**src/rtl/pad_scanner_if.sv**
```systemverilog
// pad_scanner_if: processor-side report/handshake bundle of the pad scanner.
//   Read_Ack    one-cycle acknowledge from the processor
//   Buttons     current button state, PORTS*BITS, 1 = pressed
//   Pressed     0->1 transitions accumulated since the last acknowledge
//   Data_Ready  level, a new report is pending
//   Overrun     sticky, a report completed while Data_Ready was still high
// master = processor side, slave = scanner side.
interface pad_scanner_if #(
    parameter int unsigned PORTS = 1,
    parameter int unsigned BITS  = 8
);
    logic                    Read_Ack;
    logic [PORTS*BITS-1:0]   Buttons;
    logic [PORTS*BITS-1:0]   Pressed;
    logic                    Data_Ready;
    logic                    Overrun;

    modport master (output Read_Ack, input Buttons, Pressed, Data_Ready, Overrun);
    modport slave  (input Read_Ack, output Buttons, Pressed, Data_Ready, Overrun);
endinterface

```
**src/rtl/pad_scanner.sv**
```systemverilog
// pad_scanner: scans 1-4 NES/SNES game pads over a shared latch/clock pair.
// A free-running frame counter starts a scan every FRAME_CYCLES cycles:
// latch for 2*CLK_DIV cycles, then BITS pad-clock periods (CLK_DIV low,
// CLK_DIV high), sampling each pad's active-low data at the start of every
// low phase. Completed reports are published through the host interface.
// Ports:
//   SYSTEM_Clock  system clock
//   SYSTEM_Rst    asynchronous active-high reset
//   Serial_Data   pad data lines, active-low, bit p = pad p
//   Pad_Latch     latch to all pads
//   Pad_Clock     clock to all pads, idles high
//   host          report/handshake bundle (slave side)
module pad_scanner #(
    parameter int unsigned CLK_DIV      = 150,
    parameter int unsigned FRAME_CYCLES = 416667,
    parameter int unsigned BITS         = 8,
    parameter int unsigned PORTS        = 1
) (
    input  logic             SYSTEM_Clock,
    input  logic             SYSTEM_Rst,
    input  logic [PORTS-1:0] Serial_Data,
    output logic             Pad_Latch,
    output logic             Pad_Clock,
    pad_scanner_if.slave     host
);
    localparam int unsigned W  = PORTS * BITS;
    localparam int unsigned FW = $clog2(FRAME_CYCLES);
    localparam int unsigned PW = $clog2(2 * CLK_DIV);
    localparam int unsigned BW = $clog2(BITS);

    localparam logic [FW-1:0] FRAME_LAST  = FW'(FRAME_CYCLES - 1);
    localparam logic [PW-1:0] HALF_LAST   = PW'(CLK_DIV - 1);
    localparam logic [PW-1:0] PERIOD_LAST = PW'(2 * CLK_DIV - 1);
    localparam logic [PW-1:0] DONE_AT     = PW'(2 * CLK_DIV - 2);
    localparam logic [BW-1:0] BIT_LAST    = BW'(BITS - 1);

    typedef enum logic [1:0] {IDLE, LATCH, SHIFT, DONE} state_t;

    state_t          state;
    logic [FW-1:0]   frame_cnt;
    logic [PW-1:0]   phase;
    logic [BW-1:0]   bit_idx;
    logic [PORTS-1:0] sync1;
    logic [PORTS-1:0] sync2;
    logic [W-1:0]    shreg;
    logic [W-1:0]    shifted;
    logic [W-1:0]    buttons;
    logic [W-1:0]    pressed;
    logic            data_ready;
    logic            overrun;
    logic            ack;
    logic            frame_start;

    assign ack         = host.Read_Ack;
    assign frame_start = (frame_cnt == '0);

    assign host.Buttons    = buttons;
    assign host.Pressed    = pressed;
    assign host.Data_Ready = data_ready;
    assign host.Overrun    = overrun;

    // Every port shifts its synchronised, inverted sample into its LSB, so the
    // first bit read ends up in the MSB of that port's field.
    always_comb begin
        shifted = shreg;
        for (int unsigned p = 0; p < PORTS; p++) begin
            shifted[p*BITS +: BITS] = {shreg[p*BITS +: BITS-1], ~sync2[p]};
        end
    end

    always_ff @(posedge SYSTEM_Clock or posedge SYSTEM_Rst) begin
        if (SYSTEM_Rst) begin
            sync1 <= '0;
            sync2 <= '0;
        end else begin
            sync1 <= Serial_Data;
            sync2 <= sync1;
        end
    end

    // Free-running: frame starts are independent of the handshake.
    always_ff @(posedge SYSTEM_Clock or posedge SYSTEM_Rst) begin
        if (SYSTEM_Rst) begin
            frame_cnt <= '0;
        end else if (frame_cnt == FRAME_LAST) begin
            frame_cnt <= '0;
        end else begin
            frame_cnt <= frame_cnt + FW'(1);
        end
    end

    always_ff @(posedge SYSTEM_Clock or posedge SYSTEM_Rst) begin
        if (SYSTEM_Rst) begin
            state      <= IDLE;
            Pad_Latch  <= 1'b0;
            Pad_Clock  <= 1'b1;
            phase      <= '0;
            bit_idx    <= '0;
            shreg      <= '0;
            buttons    <= '0;
            pressed    <= '0;
            data_ready <= 1'b0;
            overrun    <= 1'b0;
        end else begin
            // Acknowledge outside DONE; in DONE the report update below owns
            // these registers and absorbs the acknowledge.
            if (state != DONE && ack && data_ready) begin
                data_ready <= 1'b0;
                pressed    <= '0;
                overrun    <= 1'b0;
            end

            case (state)
                IDLE: begin
                    if (frame_start) begin
                        state     <= LATCH;
                        Pad_Latch <= 1'b1;
                        phase     <= '0;
                    end
                end
                LATCH: begin
                    if (phase == PERIOD_LAST) begin
                        state     <= SHIFT;
                        Pad_Latch <= 1'b0;
                        Pad_Clock <= 1'b0;
                        shreg     <= shifted;
                        phase     <= '0;
                        bit_idx   <= '0;
                    end else begin
                        phase <= phase + PW'(1);
                    end
                end
                SHIFT: begin
                    phase <= phase + PW'(1);
                    if (phase == HALF_LAST) begin
                        Pad_Clock <= 1'b1;
                    end
                    // The last high phase ends one cycle early; DONE fills that
                    // cycle so the report lands exactly at L+2*CLK_DIV*(BITS+1).
                    if (bit_idx == BIT_LAST && phase == DONE_AT) begin
                        state <= DONE;
                    end else if (phase == PERIOD_LAST) begin
                        Pad_Clock <= 1'b0;
                        shreg     <= shifted;
                        bit_idx   <= bit_idx + BW'(1);
                        phase     <= '0;
                    end
                end
                DONE: begin
                    state      <= IDLE;
                    buttons    <= shreg;
                    pressed    <= (ack ? '0 : pressed) | (shreg & ~buttons);
                    data_ready <= 1'b1;
                    if (data_ready && !ack) begin
                        overrun <= 1'b1;
                    end
                end
                default: state <= IDLE;
            endcase
        end
    end
endmodule

```
**src/flat_wrapper.sv**
```systemverilog
// flat-port wrapper written by rule: the top's interface ports become plain ports
module pad_scanner_flat 
#(
    parameter int unsigned CLK_DIV      = 150,
    parameter int unsigned FRAME_CYCLES = 416667,
    parameter int unsigned BITS         = 8,
    parameter int unsigned PORTS        = 1
)
  (SYSTEM_Clock, SYSTEM_Rst, Serial_Data, Pad_Latch, Pad_Clock, host_Read_Ack, host_Buttons, host_Pressed, host_Data_Ready, host_Overrun);
  pad_scanner_if #(.PORTS(PORTS), .BITS(BITS)) host_i ();
  input  logic SYSTEM_Clock;
  input  logic SYSTEM_Rst;
  input  logic [PORTS-1:0] Serial_Data;
  output logic Pad_Latch;
  output logic Pad_Clock;
  input wire logic [$bits(host_i.Read_Ack)-1:0] host_Read_Ack;
  output wire logic [$bits(host_i.Buttons)-1:0] host_Buttons;
  output wire logic [$bits(host_i.Pressed)-1:0] host_Pressed;
  output wire logic [$bits(host_i.Data_Ready)-1:0] host_Data_Ready;
  output wire logic [$bits(host_i.Overrun)-1:0] host_Overrun;
  assign host_i.Read_Ack = host_Read_Ack;
  assign host_Buttons = host_i.Buttons;
  assign host_Pressed = host_i.Pressed;
  assign host_Data_Ready = host_i.Data_Ready;
  assign host_Overrun = host_i.Overrun;
  pad_scanner #(.CLK_DIV(CLK_DIV), .FRAME_CYCLES(FRAME_CYCLES), .BITS(BITS), .PORTS(PORTS)) u_core (.SYSTEM_Clock(SYSTEM_Clock), .SYSTEM_Rst(SYSTEM_Rst), .Serial_Data(Serial_Data), .Pad_Latch(Pad_Latch), .Pad_Clock(Pad_Clock), .host(host_i));
endmodule
```
**config.mk**
```make
export PLATFORM = sky130hd
export DESIGN_NAME = pad_scanner_flat
export DESIGN_NICKNAME = d
export VERILOG_FILES = /design/src/rtl/pad_scanner_if.sv /design/src/rtl/pad_scanner.sv /design/src/flat_wrapper.sv
export SDC_FILE = /design/constraint.sdc
export NUM_CORES = 1
export LEC_CHECK = 0
export ABC_AREA = 1
export BUFFER_PORTS_ARGS = -buffer_cell sky130_fd_sc_hd__buf_2
export CORE_ASPECT_RATIO = 0.8
export CORE_MARGIN = 2
export CORE_UTILIZATION = 60
export CTS_CLUSTER_SIZE = 10
export DETAILED_ROUTE_END_ITERATION = 12
export HOLD_SLACK_MARGIN = 0.15
export PLACE_DENSITY = 0.87
export SLEW_MARGIN = 20
export SYNTH_ARGS = -nofsm -noshare
export SYNTH_HDL_FRONTEND = slang
export SYNTH_SLANG_ARGS = --single-unit
```
**constraint.sdc**
```tcl
create_clock -name SYSTEM_Clock -period 2.3 [get_ports SYSTEM_Clock]
set_input_delay 0.23 -clock SYSTEM_Clock [delete_from_list [all_inputs] [get_ports SYSTEM_Clock]]
set_output_delay 0.23 -clock SYSTEM_Clock [all_outputs]
set_load 0.01 [all_outputs]
```
==> results.md <==
* HPWL Detailed at around 5.0 mm
* DR WL/cell at 13.38 um
* Yosys warning count at 0
* Hold Buf Count CTS at 2
* Pre-Repair DR Iteration Count at 5
* TritonCTS clock tree: yes
* Delay of the slowest critical-path stage at 0.40 ns
* Largest area contributor in the netlist: dfrtp_1
* Worst-Margin Slew at about 0.44 ns
* Ports at 24
* Hold_sp: host_Read_Ack
* Slew HR at 0.7079
* Core Area at ~5400 sq um
* Combinational fraction of design power at 0.027
* Worst Path Required at about 2.5 ns
* CP Buf/Inv Count at 1
* Max Fclk at 522.7 MHz
* Die ar. at roughly 6200 sq um
* Vias after detailed routing at around 2800
* Cell Pwr Density at 576.3 nW/um^2
* Pint at between 1500 and 2000 uW
* Synth Area in Compound Gates at 0.06938
* Fin nets at 449
* CP endpoint kind: flip-flop
* Pin count of the biggest net entering global routing at 64
* Pins Over Slew Limit at 0
* Yosys reg bits at 63
* Crit path cell chain: inv_1 > ha_1 > nand3_1 > nand3_4 > nor2_4 > mux2_2
* Synth top area share at 0.4625
* Post-CTS sizing at 0
* Crit path arrival time at 2.15 ns
* Largest family of logic cells by synthesized area: simple AND/OR/NAND/NOR gates
* Via density per instance at 5.447
* Reg-to-Reg Start: u_core.state[0]$_DFFE_PP0P_
* Switching share of power at 0.2307
* Mapped cell area at 3354 sq um
* Crit path kind: reg -> reg
* CP Max Fanout at 12
* Hold path cells at 4
* Starting Density at 0.6172
* Root buffer cell: clkbuf_8
* Mux cell area share after synthesis at 0.02909
* Slowest cell on the critical path: dfrtp_1
* Total CTS buffers at 9
* Peak VDD IR at 0.3346 mV
* Min cycle time layout at around 1.9 ns
* Mean post-synth cell area at 8.365 sq um
* Initial antenna violation count at 0
* Status: finished clean
* Clk sink count at between 60 and 70
* # setup viols final at 0
* Fin. Hold Viols at 0
* Worst hold path type: in -> reg
* Worst reg2reg path endpoint: u_core.shreg[6]$_DFFE_PP0P_
* Fin crit share at 0.8318
* GRT Total Usage at 0.2492
* Proportion of layout cells with a drive suffix above 1 at 0.1716
* Skew-Pair Late Insertion Delay at 0.35 ns
* Register clock-pin slew on the reported worst setup and hold paths at 0.07 ns
* ANT nets after route at 0
* Seq pwr share at 0.518
* Area Overhead vs Synth at 12.42%
* P_leak at between 0.0015 and 0.002 uW
* Post-CTS setup buffer count at 0
* Psw at 501.4 uW
* Max Root-Sink Buffers at 2
* Routed WL at ~6.9 mm
* Synth Area in Adders at 0.04849
* Top cells by area, synth: dfrtp_1 (46%), nand2_1 (11%), inv_1 (5.4%)
* Setup tns final at 0 ns
* Clock power share at 0.456
* Seq/Total Area, Yosys at 0.4703
* Iteration-0 DRC Markers at 308
* Worst Setup SP: u_core.state[0]$_DFFE_PP0P_
* DRC errors left at 0
* Post-Synthesis Cells at 401
* Max_cap viols at 0
* R2R Setup Slk at 0.39 ns
* First-pass GRT wire length at 11.99 mm
* Setup crit start kind: flip-flop
* RSZ-0062 raised after global routing: false
* I/O Buffers at 23
* # rows at 24
* Hold worst-path end: u_core.host.Overrun$_DFF_PP0_
* Total global routing overflow at 0
* Mapped Nets at 418
* Yosys cell types at 31
* Hold Slack at 0.1888 ns
* H-tree lvl count at 3
* Vias in the first global route at 2608
* GPL Wtd Cong at 1.013
* Die H at between 70 and 80 um
* Reg2reg path depth at 6
* Die X at between 80 and 90 um
* Clk_skew at 0.007458 ns
* Top delay family on crit path: simple AND/OR/NAND/NOR gates
* Post-Synth XOR/XNOR Area at 0.02089
* Diodes inserted at 0
* Simple-Gate Fraction of Synth Area at 0.2909
## placed cells by master (no fill, tap or decap), types with 7 or more instances in the layout
cell type	netlist	routed
clkbuf_8	0	10
nand4_1	9	9
nand3_1	29	29
a21oi_1	7	7
inv_1	48	47
dfrtp_1	62	62
nor2_1	37	37
xor2_1	8	8
o21ai_0	30	30
nor3_1	10	10
buf_2	3	23
ha_1	13	13
nand2_1	94	94
## metal layers
metal | share of wire | vias to the layer above | GRT usage
met5 | 0 | - | 0
met4 | 0.022 | 0 | 0.1111
met3 | 0.081 | 18 | 0.05951
met2 | 0.44 | 142 | 0.3704
met1 | 0.45 | 1287 | 0.3490
li1 | - | 1358 | -
## worst register-to-register path, cell delays in order (launching register included)
cell and delay, ns:
dfrtp_1 0.40, inv_1 0.09, ha_1 0.31, nand3_1 0.19
nand3_4 0.12, nor2_4 0.31, mux2_2 0.38
## worst max-delay path by stage
stage,endpoint,depth (start not counted)
floorplan,u_core.Pad_Latch$_DFFE_PP0P_,1
global placement,u_core.shreg[7]$_DFFE_PP0P_,6
detailed placement,u_core.shreg[7]$_DFFE_PP0P_,6
CTS,u_core.shreg[6]$_DFFE_PP0P_,6
global route,u_core.shreg[7]$_DFFE_PP0P_,6
finish,u_core.shreg[6]$_DFFE_PP0P_,6
## registers in the layout, summed over array words and instances (netlist names)
| name | flops |
|---|---|
| u_core.Pad_Latch | 1 |
| u_core.bit_idx | 3 |
| u_core.host.Pressed | 8 |
| u_core.Pad_Clock | 1 |
| u_core.state | 2 |
| u_core.sync1 | 1 |
| u_core.shreg | 8 |
| u_core.sync2 | 1 |
| u_core.frame_cnt | 19 |
| u_core.host.Overrun | 1 |
| u_core.host.Buttons | 8 |
| u_core.phase | 9 |
| u_core.host.Data_Ready | 1 |
## logic make-up (layout without fill, tap and decap cells)
family | Yosys count | in the layout
and+or+nand+nor | 207 | 207
DFF | 63 | 63
buffers and inverters | 58 | 94
AOI/OAI and AO/OA | 45 | 45
adders and majority gates | 13 | 13
xor gates and xnor gates | 8 | 8
muxes | 7 | 7
## synthesized netlist by cell type
cell / number
nand2_1: 94
dfrtp_1: 62
inv_1: 48
nor2_1: 37
o21ai_0: 30
nand3_1: 29
ha_1: 13
nor3_1: 10
nand4_1: 9
xor2_1: 8
a21oi_1: 7
nor2_4: 6
nor4_1: 6
mux2_4: 5
nand2_2: 5
nor2_2: 5
o21ai_1: 5
inv_2: 4
buf_2: 3
clkbuf_1: 2
mux2_2: 2
nand3_2: 2
buf_12: 1
dfstp_2: 1
nand2_4: 1
nand3_4: 1
nor3_2: 1
o21a_1: 1
o21bai_1: 1
o31ai_1: 1
or2_2: 1
## power by group through the flow
stage / combinational (uW) / sequential [uW] / clock [uW]
global route: 67.7 / 1130 / 1050
floorplan: 24.7 / 1150 / 0
CTS: 60.3 / 1130 / 1010
global placement: 56.4 / 1150 / 0
detailed placement: 57.6 / 1150 / 0
finish: 58.1 / 1130 / 990
## metrics by stage
step / setup slack [ns] / util / total power, uW / instances / instance area, sq um
floorplan: 0.5019 / - / 1177 / 401 / 3354
global route: 0.2809 / 0.6938 / 2246 / 515 / 3771
CTS: 0.4009 / 0.6938 / 2191 / 515 / 3771
detailed placement: 0.4100 / 0.6522 / 1204 / 497 / 3545
global placement: 0.4826 / 0.6522 / 1202 / 497 / 3545
finish: 0.3868 / 0.6938 / 2173 / 515 / 3771
## cell type report
type / count / area (sq um)
fillers: 391 / 1664
flip-flops and latches: 63 / 1578
multi-input cells: 280 / 1539
inverters: 52 / 195.2
repair buffers: 26 / 155.1
clock buffers: 10 / 137.6
well taps: 78 / 97.59
clock inverters: 6 / 68.82
Power figures use the tool's default switching activity.
